<file path="src/rtl/dds_sweep_ctrl.sv">
// dds_sweep_ctrl
//
// Frequency-sweep controller feeding the frequency control word of a DDS core.
// A Start pulse latches a sweep configuration. Fword then steps from the start
// word towards the stop word. Each word is held for a programmable dwell.
// The sweep runs once or repeats continuously.
//
// Ports
//   Clk         : system clock, rising edge
//   Reset_n     : asynchronous active-low reset
//   Start       : one-cycle pulse, begins a sweep from idle
//   Abort       : one-cycle pulse, ends any sweep (wins over Start / expiry)
//   Cont        : 0 = one-shot, 1 = continuous repeat (latched at Start)
//   Cfg_start   : first frequency word
//   Cfg_stop    : last frequency word
//   Cfg_step    : unsigned step magnitude
//   Cfg_dwell   : cycles each word is held, 0 behaves as 1
//   Fword       : frequency control word to the DDS
//   Busy        : high while a sweep is running
//   Sweep_done  : one-cycle pulse at each sweep completion
module dds_sweep_ctrl #(
  parameter int unsigned FW_W    = 32,
  parameter int unsigned DWELL_W = 24
) (
  input  logic               Clk,
  input  logic               Reset_n,
  input  logic               Start,
  input  logic               Abort,
  input  logic               Cont,
  input  logic [FW_W-1:0]    Cfg_start,
  input  logic [FW_W-1:0]    Cfg_stop,
  input  logic [FW_W-1:0]    Cfg_step,
  input  logic [DWELL_W-1:0] Cfg_dwell,
  output logic [FW_W-1:0]    Fword,
  output logic               Busy,
  output logic               Sweep_done
);

  typedef enum logic [0:0] {StIdle, StRun} state_e;

  localparam logic [DWELL_W-1:0] DwellOne = {{(DWELL_W-1){1'b0}}, 1'b1};

  state_e             state_q, state_d;
  logic [FW_W-1:0]    fword_q, fword_d;
  logic               busy_q, busy_d;
  logic               done_q, done_d;
  logic [DWELL_W-1:0] cnt_q, cnt_d;

  // Latched sweep configuration
  logic [FW_W-1:0]    start_q, start_d;
  logic [FW_W-1:0]    stop_q, stop_d;
  logic [FW_W-1:0]    step_q, step_d;
  logic [DWELL_W-1:0] dwell_q, dwell_d;
  logic               cont_q, cont_d;
  logic               up_q, up_d;

  logic [DWELL_W-1:0] dwell_eff;
  logic               expire;
  logic               at_end;
  logic [FW_W:0]      sum_up;
  logic [FW_W:0]      diff_dn;
  logic               clamp_up;
  logic               clamp_dn;
  logic               clamp;
  logic [FW_W-1:0]    next_w;

  assign dwell_eff = (Cfg_dwell == '0) ? DwellOne : Cfg_dwell;

  // Counter holds the cycles left for the current word; the word changes on the
  // edge where the last remaining cycle is consumed.
  assign expire = (cnt_q <= DwellOne);

  assign at_end = (fword_q == stop_q) || (step_q == '0);

  // One extra bit catches carry-out (up) and borrow (down). The word is then
  // clamped to stop instead of wrapping.
  assign sum_up   = {1'b0, fword_q} + {1'b0, step_q};
  assign diff_dn  = {1'b0, fword_q} - {1'b0, step_q};
  assign clamp_up = sum_up[FW_W] || (sum_up[FW_W-1:0] >= stop_q);
  assign clamp_dn = diff_dn[FW_W] || (diff_dn[FW_W-1:0] <= stop_q);
  assign clamp    = up_q ? clamp_up : clamp_dn;
  assign next_w   = up_q ? sum_up[FW_W-1:0] : diff_dn[FW_W-1:0];

  always_comb begin
    state_d = state_q;
    fword_d = fword_q;
    busy_d  = busy_q;
    done_d  = 1'b0;
    cnt_d   = cnt_q;
    start_d = start_q;
    stop_d  = stop_q;
    step_d  = step_q;
    dwell_d = dwell_q;
    cont_d  = cont_q;
    up_d    = up_q;

    unique case (state_q)
      StIdle: begin
        if (Start && !Abort) begin
          start_d = Cfg_start;
          stop_d  = Cfg_stop;
          step_d  = Cfg_step;
          dwell_d = dwell_eff;
          cont_d  = Cont;
          up_d    = (Cfg_start <= Cfg_stop);
          fword_d = Cfg_start;
          busy_d  = 1'b1;
          cnt_d   = dwell_eff;
          state_d = StRun;
        end
      end

      StRun: begin
        if (Abort) begin
          state_d = StIdle;
          busy_d  = 1'b0;
        end else if (expire) begin
          cnt_d = dwell_q;
          if (at_end) begin
            done_d = 1'b1;
            if (cont_q) begin
              fword_d = start_q;
            end else begin
              state_d = StIdle;
              busy_d  = 1'b0;
            end
          end else if (clamp) begin
            fword_d = stop_q;
          end else begin
            fword_d = next_w;
          end
        end else begin
          cnt_d = cnt_q - DwellOne;
        end
      end

      default: begin
        state_d = StIdle;
        busy_d  = 1'b0;
      end
    endcase
  end

  always_ff @(posedge Clk or negedge Reset_n) begin
    if (!Reset_n) begin
      state_q <= StIdle;
      fword_q <= '0;
      busy_q  <= 1'b0;
      done_q  <= 1'b0;
      cnt_q   <= '0;
      start_q <= '0;
      stop_q  <= '0;
      step_q  <= '0;
      dwell_q <= '0;
      cont_q  <= 1'b0;
      up_q    <= 1'b0;
    end else begin
      state_q <= state_d;
      fword_q <= fword_d;
      busy_q  <= busy_d;
      done_q  <= done_d;
      cnt_q   <= cnt_d;
      start_q <= start_d;
      stop_q  <= stop_d;
      step_q  <= step_d;
      dwell_q <= dwell_d;
      cont_q  <= cont_d;
      up_q    <= up_d;
    end
  end

  assign Fword      = fword_q;
  assign Busy       = busy_q;
  assign Sweep_done = done_q;

endmodule

</file>
<file path="config.mk">
export PLATFORM = sky130hd
export DESIGN_NAME = dds_sweep_ctrl
export DESIGN_NICKNAME = d
export VERILOG_FILES = /design/src/rtl/dds_sweep_ctrl.sv
export SDC_FILE = /design/constraint.sdc
export NUM_CORES = 1
export LEC_CHECK = 0
export CAP_MARGIN = 20
export CORE_ASPECT_RATIO = 0.7
export CORE_MARGIN = 1
export CORE_UTILIZATION = 45
export DETAILED_ROUTE_END_ITERATION = 6
export PLACE_DENSITY = 0.77
export SLEW_MARGIN = 20
export SYNTH_ARGS = -nofsm -noshare
export SYNTH_HDL_FRONTEND = slang
export SYNTH_SLANG_ARGS = --single-unit
</file>
<file path="constraint.sdc">
create_clock -name Clk -period 5.31 [get_ports Clk]
set_input_delay 0.531 -clock Clk [delete_from_list [all_inputs] [get_ports Clk]]
set_output_delay 0.531 -clock Clk [all_outputs]
set_load 0.01 [all_outputs]
</file>
==> impl_metrics.ini <==
[run_status]
status = finished with violations
violations = design-rule violations

[detailed_routing]
wl_per_cell_um = 22.5
dr.pass1.iters = 7
vias = 15100
totalWireLength_um = 56600
drt_iter0_markers = 1880
ant_nets = 0
via_per_inst = 6.02
route.detailed.drc = 22

[timing]
finalSetupTns_ns = 0
slew_headroom_pct = 28.8
hold_viol = 0
fin_crit_sh_pct = 97.5
slew_violations = 0
finClkSkew_ns = 0.0134
period_needed_ns = 5.18
worst_slack_ns = 0.131
worst_pin_slew_ns = 1.07
setup_viol = 0
fmax_ghz = 0.193

[final_layout]
syn_to_final_growth_pct = 26.3
final_nets = 2364
fillers = 2953
drive_above_1_share_pct = 13.4

[worst_setup_path]
crit_path_max_fanout = 6
cpMaxStageDelayCell = dfrtp_1
path_class = flip-flop to flip-flop
worstSetupEndpointType = flip-flop
cp_data_required_time_ns = 5.66
crit_chain = ha_1, buf_4, inv_1, nor2_2, o21bai_1, a21o_1, o311a_1, o21bai_2, a221o_1, xnor2_1, ha_1, nand4_1, nor4_2, buf_4, o41ai_2, a21boi_1, a22oi_2, buf_4, buf_4, a22o_1, a222oi_1, o21ai_1
max_stage_delay_ns = 0.44
startpoint_type = flip-flop
crit_path_frequent_cell = buf_4
cp.arrival_ns = 5.53

[global_route]
grt_pass1_vias = 14500
overflow = 0
antenna_found_initial = 1
track_usage_pct = 33.3
grt_pass1_wl_um = 85100
grt_max_degree = 137

[place]
io_buffer_count = 158
pre_cts_ws_ns = -0.168
globalplace.congestion = 0.978
hpwl_um = 43700

[yosys]
ys_ff_latch = 181
synth_ff_type = dfrtp_1
synth_enable_flop_cells = 0
yosysTopAreaCellShare_pct = 30.3
syn_area_mm2 = 0.0150
postSynthCellCount = 1840
synthArstFlopShare_pct = 100
synth_common_cells = nand2_1, dfrtp_1, ha_1
yosysWarnings = 0
synth_most_common_cell = nand2_1
synth.largest_area_cell = dfrtp_1
syn_avg_cell_area_um2 = 8.14
netlist_top_cells_area = dfrtp_1, ha_1, nand2_1, xnor2_1, o21ai_0
yosysSeqAreaShare_pct = 30.3
synthesis.nets = 2129
synth.distinct_cells = 85

[pwr]
ir_worst_vdd_v = 0.000300
p_per_area_mw_per_mm2 = 477
p_leak_nw = 8.65

[cts]
cts_max_path_buffers = 2
ctsHtreeMaxLevel = 4
cts_tree = done
insertion_delay_ns = 0.48
clock_sinks = 181
clockRootBuffer = clkbuf_16
clk_pin_slew_ns = 0.08
numCtsBuffers = 17

[floorplan]
rows = 55
io_pins = 159
die_area_mm2 = 0.0340
core_mm2 = 0.0326
die_y_um = 155
die_w_um = 220
initial_utilization_pct = 46.0

[flow_run]
drv_cap = 0

[min_path]
hp-class = input pin to asynchronous set/reset pin
state kept, by name (all words and copies together), names as in the netlist:
name        flops
cont_q          1
Sweep_done      1
up_q            1
step_q         32
start_q        32
Busy            1
Fword          32
cnt_q          24
stop_q         32
state_q         1
dwell_q        24
final cells by class:
type,instances,area [um2],area share [%]
diodes,1,2.50,0.0132
clock buffers,17,425,2.25
clock inverters,15,191,1.01
inverters,132,495,2.62
multi-input cells,1432,9960,52.7
flip-flops and latches,181,4530,24.0
well taps,427,534,2.83
repair buffers,311,2760,14.6
through the flow:
step	hold slack (ns)	total power [mW]	instance area [um2]	instances	util (%)
floorplan	0.235	5.17	15000	1840	-
global placement	0.450	7.05	17700	2463	54.4
detailed placement	0.458	7.11	17700	2463	54.4
CTS	0.167	8.57	18400	2497	56.4
global route	0.191	9.57	18900	2515	58.1
finish	0.101	9.02	18900	2516	58.1
worst max-delay path: cells and delay by family (launching register included):
family                     cells  cell delay [ns]
xor gates and xnor gates       1             0.08
and+or+nand+nor                3             0.79
DFF                            1             0.44
adders and majority gates      2             0.67
AOI/OAI and AO/OA             11             2.23
buffers and inverters          5             0.86
placed cells by master, fill, tap and decap left out, types with 38 or more instances in the layout:
cell             instances
nor2_1                  88
buf_4                  150
o21ai_0                129
ha_1                   151
xnor2_1                102
inv_1                  129
dfrtp_1                180
nand2_1                323
mux2i_1                 42
a21oi_1                113
nand4_1                 38
clkdlybuf4s50_1        157
layer usage:
| layer | track usage [%] | vias up | part of all wire (%) |
|---|---|---|---|
| met5 | 0 | - | 0 |
| met2 | 49.1 | 800 | 43 |
| met1 | 47.7 | 7278 | 44 |
| li1 | - | 6957 | - |
| met3 | 8.12 | 112 | 10 |
| met4 | 9.95 | 0 | 2.8 |
cells by family (layout without fill, tap and decap cells):
kind of cell | count (synthesis) | after routing | share of synthesized area [%]
DFF | 181 | 181 | 30.3
xor gates and xnor gates | 118 | 118 | 6.90
adders and majority gates | 164 | 164 | 13.8
and+or+nand+nor | 613 | 613 | 18.8
AOI/OAI and AO/OA | 495 | 495 | 21.2
buffers and inverters | 227 | 475 | 6.15
other | 0 | 1 | 0
muxes | 42 | 42 | 2.81
where the power goes:
part / switching [mW] / internal, mW
clock: 0.673 / 0.716
combinational: 3.17 / 2.48
sequential: 0.326 / 1.66
worst paths after layout:
| kind | from | endpoint | slack, ns | cells past startpoint |
|---|---|---|---|---|
| min in group Clk | dwell_q[21] | dwell_q[21] | 0.47 | 2 |
| worst min register to register | dwell_q[21] | dwell_q[21] | 0.47 | 2 |
| worst min-delay path | Reset_n | Fword[2] | 0.10 | 1 |
| max in group asynchronous | Reset_n | step_q[1] | 3.81 | 2 |
| worst max register to register | Fword[9] | Fword[25] | 0.13 | 22 |
| worst max-delay path | Fword[9] | Fword[25] | 0.13 | 22 |
what timing repair did:
action                     in CTS  in global routing
setup endpoints to repair      23                 32
buffers inserted                2                 18
pin swaps                       1                 33
hold buffers                    0                  0
hold endpoints to repair        0                  0
resized for setup               4                 87
Power figures use the tool's default switching activity.
